===== config.mk =====
export PLATFORM = sky130hd
export DESIGN_NAME = sound_arbiter
export DESIGN_NICKNAME = d
export VERILOG_FILES = /design/src/rtl/sound_pkg.sv /design/src/rtl/sound_prio_enc.sv /design/src/rtl/sound_arbiter.sv
export SDC_FILE = /design/constraint.sdc
export NUM_CORES = 1
export LEC_CHECK = 0
export ABC_AREA = 1
export BUFFER_PORTS_ARGS = -buffer_cell sky130_fd_sc_hd__buf_2
export CORE_AREA = 8 8 91 101
export DETAILED_ROUTE_END_ITERATION = 10
export DIE_AREA = 0 0 99 109
export PLACE_DENSITY = 0.85
export REMOVE_ABC_BUFFERS = 1
export SETUP_SLACK_MARGIN = 0.3
export SYNTH_ARGS = -nofsm -noshare
export SYNTH_HDL_FRONTEND = slang
export SYNTH_HIERARCHICAL = 1
export SYNTH_SLANG_ARGS = --single-unit
export TNS_END_PERCENT = 10

===== constraint.sdc =====
create_clock -name CLOCK_50 -period 1.85 [get_ports CLOCK_50]
set_input_delay 0.37 -clock CLOCK_50 [delete_from_list [all_inputs] [get_ports CLOCK_50]]
set_output_delay 0.37 -clock CLOCK_50 [all_outputs]
set_load 0.01 [all_outputs]

===== src/rtl/sound_pkg.sv =====
// Clip table shared by the sound arbiter: clip indices, one-hot selects and ROM start/end addresses.
package sound_pkg;

    localparam int NUM_CLIPS   = 4;
    localparam int CLIP_WIN    = 0;
    localparam int CLIP_MOO    = 1;
    localparam int CLIP_DETECT = 2;
    localparam int CLIP_CHEER  = 3;

    localparam logic [NUM_CLIPS-1:0] SEL_WIN    = NUM_CLIPS'(1 << CLIP_WIN);
    localparam logic [NUM_CLIPS-1:0] SEL_MOO    = NUM_CLIPS'(1 << CLIP_MOO);
    localparam logic [NUM_CLIPS-1:0] SEL_DETECT = NUM_CLIPS'(1 << CLIP_DETECT);
    localparam logic [NUM_CLIPS-1:0] SEL_CHEER  = NUM_CLIPS'(1 << CLIP_CHEER);

    localparam logic [31:0] WIN_START    = 32'd0;
    localparam logic [31:0] WIN_END      = 32'd16395;
    localparam logic [31:0] MOO_START    = 32'd16396;
    localparam logic [31:0] MOO_END      = 32'd66982;
    localparam logic [31:0] DETECT_START = 32'd66983;
    localparam logic [31:0] DETECT_END   = 32'd83254;
    localparam logic [31:0] CHEER_START  = 32'd83255;
    localparam logic [31:0] CHEER_END    = 32'd137138;

    function automatic logic [31:0] clip_start(input logic [NUM_CLIPS-1:0] sel);
        case (sel)
            SEL_WIN:    return WIN_START;
            SEL_MOO:    return MOO_START;
            SEL_DETECT: return DETECT_START;
            SEL_CHEER:  return CHEER_START;
            default:    return 32'd0;
        endcase
    endfunction

    function automatic logic [31:0] clip_end(input logic [NUM_CLIPS-1:0] sel);
        case (sel)
            SEL_WIN:    return WIN_END;
            SEL_MOO:    return MOO_END;
            SEL_DETECT: return DETECT_END;
            SEL_CHEER:  return CHEER_END;
            default:    return 32'd0;
        endcase
    endfunction

endpackage


===== src/rtl/sound_prio_enc.sv =====
// Fixed-priority encoder over the pending clip requests; lowest index wins.
module sound_prio_enc
    import sound_pkg::*;
(
    input  logic [NUM_CLIPS-1:0] pending,
    output logic [NUM_CLIPS-1:0] winner,
    output logic                 valid
);

    // x & -x isolates the lowest set bit
    always_comb begin
        winner = pending & (~pending + NUM_CLIPS'(1));
        valid  = |pending;
    end

endmodule


===== src/rtl/sound_arbiter.sv =====
// Sound clip arbiter: latches play requests, streams the winning clip from the sample ROM to the codec.
// Build option: PREEMPT_EN lets a higher-priority request restart playback immediately.
//   state | meaning
//   IDLE  | nothing playing, waiting for a pending request
//   LOAD  | grant and start address set, first sample being fetched
//   PLAY  | stepping rom_addr once per CLK_DIV cycles until the clip end
module sound_arbiter
    import sound_pkg::*;
#(
    parameter int CLK_DIV  = 1200,
    parameter int ADDR_W   = 18,
    parameter int SAMPLE_W = 6
) (
    input  logic                 CLOCK_50,
    input  logic                 reset,
    input  logic [3:0]           req,
    input  logic                 abort,
    output logic [ADDR_W-1:0]    rom_addr,
    input  logic [SAMPLE_W-1:0]  rom_q,
    input  logic                 audio_out_allowed,
    output logic                 write_audio_out,
    output logic [31:0]          left_channel_audio_out,
    output logic [31:0]          right_channel_audio_out,
    output logic [3:0]           grant,
    output logic                 busy,
    output logic                 done
);

    localparam logic [1:0] ST_IDLE = 2'd0;
    localparam logic [1:0] ST_LOAD = 2'd1;
    localparam logic [1:0] ST_PLAY = 2'd2;

    localparam int TICK_W = (CLK_DIV > 1) ? $clog2(CLK_DIV) : 1;
    localparam logic [TICK_W-1:0] TICK_LAST = TICK_W'(CLK_DIV - 1);

    logic [1:0]          state_q;
    logic [3:0]          pending_q;
    logic [3:0]          winner;
    logic                win_valid;
    logic [TICK_W-1:0]   tick_q;
    logic                addr_chg_q;
    logic [SAMPLE_W-1:0] sample_q;
    logic                sample_pending_q;
    logic                tick_wrap;
    logic                at_end;
    logic                do_load;

    sound_prio_enc u_prio (
        .pending (pending_q),
        .winner  (winner),
        .valid   (win_valid)
    );

    always_comb begin
        tick_wrap = (state_q == ST_PLAY) && (tick_q == TICK_LAST);
        at_end    = (rom_addr == ADDR_W'(clip_end(grant)));
`ifdef PREEMPT_EN
        // one-hot compare: a smaller value is a lower index, i.e. higher priority
        do_load   = win_valid && ((state_q == ST_IDLE) ||
                                  ((state_q == ST_PLAY) && (winner < grant)));
`else
        do_load   = win_valid && (state_q == ST_IDLE);
`endif
    end

    always_ff @(posedge CLOCK_50 or posedge reset) begin
        if (reset) begin
            state_q          <= ST_IDLE;
            pending_q        <= '0;
            grant            <= '0;
            rom_addr         <= '0;
            tick_q           <= '0;
            addr_chg_q       <= 1'b0;
            sample_q         <= '0;
            sample_pending_q <= 1'b0;
            done             <= 1'b0;
        end else if (abort) begin
            state_q          <= ST_IDLE;
            pending_q        <= '0;
            grant            <= '0;
            tick_q           <= '0;
            addr_chg_q       <= 1'b0;
            sample_pending_q <= 1'b0;
            done             <= 1'b0;
        end else begin
            done       <= 1'b0;
            addr_chg_q <= 1'b0;
            pending_q  <= (pending_q & ~(do_load ? winner : 4'b0000)) | req;

            if (addr_chg_q) begin
                sample_q         <= rom_q;
                sample_pending_q <= 1'b1;
            end else if (write_audio_out) begin
                sample_pending_q <= 1'b0;
            end

            if (do_load) begin
                state_q    <= ST_LOAD;
                grant      <= winner;
                rom_addr   <= ADDR_W'(clip_start(winner));
                tick_q     <= '0;
                addr_chg_q <= 1'b1;
            end else begin
                case (state_q)
                    ST_LOAD: state_q <= ST_PLAY;
                    ST_PLAY: begin
                        if (tick_wrap) begin
                            tick_q <= '0;
                            if (at_end) begin
                                state_q          <= ST_IDLE;
                                grant            <= '0;
                                done             <= 1'b1;
                                sample_pending_q <= 1'b0;
                            end else begin
                                rom_addr   <= rom_addr + ADDR_W'(1);
                                addr_chg_q <= 1'b1;
                            end
                        end else begin
                            tick_q <= tick_q + TICK_W'(1);
                        end
                    end
                    ST_IDLE: state_q <= ST_IDLE;
                    default: state_q <= ST_IDLE;
                endcase
            end
        end
    end

    assign busy                    = (state_q != ST_IDLE);
    assign write_audio_out         = sample_pending_q && audio_out_allowed && busy;
    assign left_channel_audio_out  = {sample_q, {(32-SAMPLE_W){1'b0}}};
    assign right_channel_audio_out = 32'd0;

endmodule


* Yosys cells after proc, flatten, opt, wreduce, memory -nomap -nowiden
Index checks and enable logic that the tools add are counted.
** Storage, ports and cells
- Register bits :: 48
- Output and inout bits :: 89
- Logic and storage cells :: 87
** Operators by class
- $add $sub $neg :: 3
- Eq/ne operators :: 14
- Muxes and demuxes :: 39
- Bitwise gates (word level) :: 6
- Reduce and logical (&&, ||, !) cells :: 16
** Operators with widths (count)
- $mux 18 :: 4
- $pmux 18 s4 :: 1
- $pmux 17 s3 :: 1
- $mux 11 :: 4
- $mux 4 :: 7
- $add 18x1->18 const B :: 1
- $eq 18x18->1 :: 1
- $mux 1 :: 17
- $add 11x1->11 const B :: 1
- $eq 11x11->1 const B :: 1
- $reduce_bool 3->1 :: 3
- $and 4x4->4 :: 2
- $eq 4x2->1 const B :: 2
- $eq 4x3->1 const B :: 2
- $eq 4x4->1 const B :: 2
- $mux 2 :: 4
- $ne 4x4->1 const B :: 2
- $not 4->4 :: 2
- $reduce_bool 2->1 :: 3
- $add 4x1->4 const B :: 1
- $eq 4x1->1 const B :: 1
- $logic_and 1x1->1 :: 4
- $or 4x4->4 :: 1
- $pmux 2 s2 :: 1
- 9 further kinds :: 10

* Longest topological paths before layout
- Depth after elaboration :: 9
- Depth in mapped cells :: 16

* By module
Netlist, hierarchy kept.
** By module, submodules not included
- sound_arbiter :: instances 1, cells each 475, area each 3375.7 um^2, sequential area each 1201.2 um^2
- sound_prio_enc :: instances 1, cells each 10, area each 46.3 um^2, sequential area each 0.0 um^2

* Worst setup path after synthesis
Ideal clock, no wire load.
- Kind :: register -> register
- Start :: register grant[0]
- End :: register rom_addr[0]
- Arrival :: 1678 ps
- Setup slack :: 55 ps
- Stages on the path, launching flop included :: 15
- Clock period less this slack :: 1795 ps
- Cell sequence :: dfrtp_1 nor2_2 nand2_1 buf_6 nand3_1 nand2_1 inv_1 nand3_1 nor2_2 nand2_2 nand2_4 nand2_4 buf_6 nand2_1 nand2_1
** On the way
- Longest elaborated chain between the ends :: 5
- Elaborated cells on any way between the ends :: 8
** Ends and longest elaborated chain
- start: declaration :: line sound_arbiter.sv:24 : output logic [3:0] grant,
- start signal: assignment :: line sound_arbiter.sv:99 : grant <= winner;
- $eq 4x4->1 (tied with other cells) :: line sound_pkg.sv:35 : case (sel)
- $pmux 18 s4 * :: line sound_pkg.sv:35
- $eq 18x18->1 * :: line sound_arbiter.sv:56 : at_end = (rom_addr == ADDR_W'(clip_end(grant)));
- $ne 2x1->1 (no line) *
- $reduce_and 4->1 (no line) *
- end signal: assignment :: line sound_arbiter.sv:100 : rom_addr <= ADDR_W'(clip_start(winner));
- end signal: assignment :: line sound_arbiter.sv:115 : rom_addr <= rom_addr + ADDR_W'(1);
- end: declaration :: line sound_arbiter.sv:18 : output logic [ADDR_W-1:0] rom_addr,
Every way passes the cells marked *; elsewhere a longest branch is shown, timed or not.
A chain may end at the register's enable or synchronous reset.

* Worst setup path after layout
- Start :: register grant[0]
- End :: register rom_addr[12]
Same word-level chain as after synthesis.

==> run_results.csv <==
group,metric,value,unit
status,status,"complete, but fails checks",
status,violations,"setup timing",
final_layout,finalInstanceArea,4210,um^2
placement,gp_congestion,0.977,
synth,syn-cell-area,3420,um^2
die,ioPinCount,103,
worst_setup_path,critPathRequiredTime,2.09,ns
clock_tree,htree_levels,2,
synth,ys.flop_type,"dfrtp_1",
routing,first_iter_violations,209,
worst_setup_path,r2r-end,"rom_addr[12]$_DFFE_PP0P_",
synth,synth.avg_cell_area,7.06,um^2
synth,synth_top_family_by_area,"simple AND/OR/NAND/NOR gates",
die,fp.dieW,99,um
worst_setup_path,crit_fanout,8,
placement,numPortBuffers,44,
routing,drc,0,
timing,min_period,1.93,ns
grt,grt_pass1_wl,14.8,mm
timing,hold_viol_final,0,
routing,vias,3422,
timing,holdWs,0.278,ns
clock_tree,cts_tree,"done",
placement,placed_cells,630,
worst_setup_path,reg2regPathDepth,13,
die,die_h,109,um
synth,synth.area.top_cells,"dfrtp_1 (35%), buf_4 (13%), nand2_1 (13%)",
timing,setup_violations,21,
synth,synth-simple-area-share,0.325,
pwr,vdd_ir_drop_max,710,uV
worst_setup_path,cp_top_family,"simple AND/OR/NAND/NOR gates",
min_path,hold_depth,2,
worst_setup_path,rr_startpoint,"grant[0]$_DFFE_PP0P_",
pwr,leakage,2.19,nW
clock_tree,clock-sinks,48,
clock_tree,clockBufferDepth,2,
final_layout,final_util,0.552,
synth,synthAdderAreaFrac,0.00731,
worst_setup_path,rrSetupSlack,-0.08,ns
synth,synth_cells,485,
synth,synth_compound_area_frac,0.0614,
job,cap_violations,0,
timing,rsz0062_at_grt,"true",
synth,synth_seq_cells,48,
final_layout,fin_nets,572,
worst_setup_path,cp-start-kind,"register",
placement,dp_hpwl,6.67,mm
grt,antenna_found_initial,0,
worst_setup_path,worstSetupPathType,"reg2reg",
worst_setup_path,cp_cell_sequence,"nor2_4 > buf_6 > nand2_8 > nand2_4 > nor2_1 > nand2_1 > nand3_2 > nor2_4 > nand2_4 > nand2_8 > buf_6 > nand3_2 > nand2_1",
synth,synthDistinctLibCells,32,
final_layout,n_antenna_cell,0,
routing,wl,9.79,mm
synth,synth_xor_area_frac,0.0230,
worst_setup_path,cp-end-kind,"register",
grt,first_global_vias,3160,
placement,placed_cell_area,3660,um^2
timing,setup_slack,-0.0794,ns
pwr,total_power,0.00381,W
final_layout,area_growth,22.9,%
routing,postRouteAntennaNets,0,
min_path,hold_end,"sample_q[0]$_DFFE_PP0P_",
pwr,p_per_area,906,nW/um^2
synth,synth-seq-area-share,0.351,
die,fp.coreArea,7610,um^2
clock_tree,numCtsBuffers,5,
worst_setup_path,path_buf_inv,2,
final_layout,final_cells,647,
die,start_util,0.449,
timing,fmax,518,MHz
final_layout,layout-drive-gt1-share,0.302,
clock_tree,clk_pin_slew_worst_paths,0.10,ns
grt,grt.overflow.total,0,
clock_tree,clockRootBuffer,"clkbuf_8",
worst_setup_path,cp.depth,13,
die,rows,34,
timing,slew_viol_final,0,
synth,yosys_warnings,6,
synth,postSynth.asyncResetShare,1.00,
synth,synthMuxAreaShare,0.0197,
routing,wl_per_cell,15.1,um
worst_setup_path,max_stage_delay,0.49,ns
timing,clock_skew,0.0104,ns
clock_tree,clk_latency,0.31,ns
worst_setup_path,arrival,2.17,ns
die,die_area,10800,um^2
synth,yosys.area.top_type_share,0.351,
synth,synth_area_leader_cell,"dfrtp_1",
min_path,min_path_type,"in2reg",
grt,grt_util_all_layers,0.166,
min_path,holdCritStartpoint,"rom_q[0]",
worst_setup_path,critPathSlowestCell,"dfrtp_2",
routing,via_per_inst,5.29,
synth,synth_edf_count,0,
routing,drt_pass1_iterations,5,
grt,grt_max_degree,27,
timing,period_share,1.04,
metal layers:
layer  part of all wire  global-route usage  up-vias
met3              0.076              0.0338       43
met2               0.53               0.312      187
met4              0.040              0.0692        0
met1               0.35               0.178     1626
li1                   -                   -     1566
met5                  0                   0        -
per-stage QoR:
step | TNS (ns) | setup WS [ns]
after global placement | 0 | 0.0449
final | -1.07 | -0.0794
after detailed placement | -2.43 | -0.128
after global routing | -3.32 | -0.178
after floorplan | -2.41 | -0.130
after CTS | -0.548 | -0.0393
placed cells by master, fill, tap and decap left out, types with 5 or more instances in the layout:
master     n
a21oi_1   12
buf_2     44
buf_4     22
buf_6      8
clkbuf_8   5
conb_1    58
dfrtp_1   44
inv_1     48
inv_2      9
mux2_2     6
nand2_1   99
nand2_2   12
nand2_4    7
nand3_1   36
nand3_2   17
nand4_1    7
nor2_1    34
nor2_2     7
nor2_4     9
nor3_1    10
o21ai_0   15
xor2_1     8
worst max-delay path by stage:
| stage | start | end | slack [ns] |
|---|---|---|---|
| after global routing | grant[0]$_DFFE_PP0P_ | rom_addr[4]$_DFFE_PP0P_ | -0.18 |
| after floorplan | pending_q[0]$_DFF_PP0_ | rom_addr[0]$_DFFE_PP0P_ | -0.13 |
| after global placement | grant[2]$_DFFE_PP0P_ | rom_addr[2]$_DFFE_PP0P_ | 0.04 |
| after detailed placement | grant[2]$_DFFE_PP0P_ | rom_addr[9]$_DFFE_PP0P_ | -0.13 |
| final | grant[0]$_DFFE_PP0P_ | rom_addr[12]$_DFFE_PP0P_ | -0.08 |
| after CTS | grant[1]$_DFFE_PP0P_ | rom_addr[10]$_DFFE_PP0P_ | -0.04 |
report_power, final:
part / switching (W) / leakage, nW / internal [W]
Clock: 0.000393 / 0.0687 / 0.000545
Combinational: 0.000920 / 1.48 / 0.000551
Sequential: 0.000202 / 0.635 / 0.00120
Total: 0.00152 / 2.19 / 0.00229
timing repair:
action / in CTS / in global routing
pin swaps: 11 / 33
gates resized for setup: 40 / 61
hold buffers: 1 / 0
buffers inserted: 1 / 5
setup endpoints to repair: 37 / 38
endpoints found under the hold margin: 8 / 0
gates cloned: 2 / 0
kinds of logic (layout without fill, tap and decap cells):
| kind of cell | after synthesis | count (layout) |
|---|---|---|
| and+or+nand+nor | 252 | 253 |
| buffers and inverters | 128 | 142 |
| DFF | 48 | 48 |
| AOI/OAI and AO/OA | 39 | 39 |
| xor gates and xnor gates | 9 | 9 |
| muxes | 6 | 6 |
| adders and majority gates | 2 | 2 |
| other | 1 | 58 |
final cells by class:
type / count / area [um^2]
repair buffers: 76 / 505
well taps: 90 / 113
clock inverters: 3 / 68.8
inverters: 58 / 220
clock buffers: 5 / 68.8
flip-flops and latches: 48 / 1210
multi-input cells: 367 / 2020
fillers: 657 / 3410
synthesized netlist by cell type (all sizes together), types with 2 or more instances:
master,count
nand2,121
dfrtp,48
a21oi,14
buf,63
nor3,12
o21ai,19
xor2,8
o22ai,2
nor3b,2
clkbuf,7
nand3,53
inv,57
nor4,2
ha,2
nand3b,3
or2,2
mux2,6
nor2,50
nand4,7
sequential cells by signal, summed over array words and instances (netlist names):
| name | count |
|---|---|
| rom_addr | 18 |
| tick_q | 11 |
| sample_q | 6 |
| grant | 4 |
| pending_q | 4 |
| state_q | 2 |
| addr_chg_q | 1 |
| done | 1 |
| sample_pending_q | 1 |
worst register-to-register path, stage by stage, from the launching register on:
cell and delay [ns]:
dfrtp_2 0.49, nor2_4 0.19, buf_6 0.14, nand2_8 0.08, nand2_4 0.08, nor2_1 0.04, nand2_1 0.07, nand3_2 0.11
nor2_4 0.17, nand2_4 0.09, nand2_8 0.12, buf_6 0.15, nand3_2 0.07, nand2_1 0.07
Power figures use the tool's default switching activity.
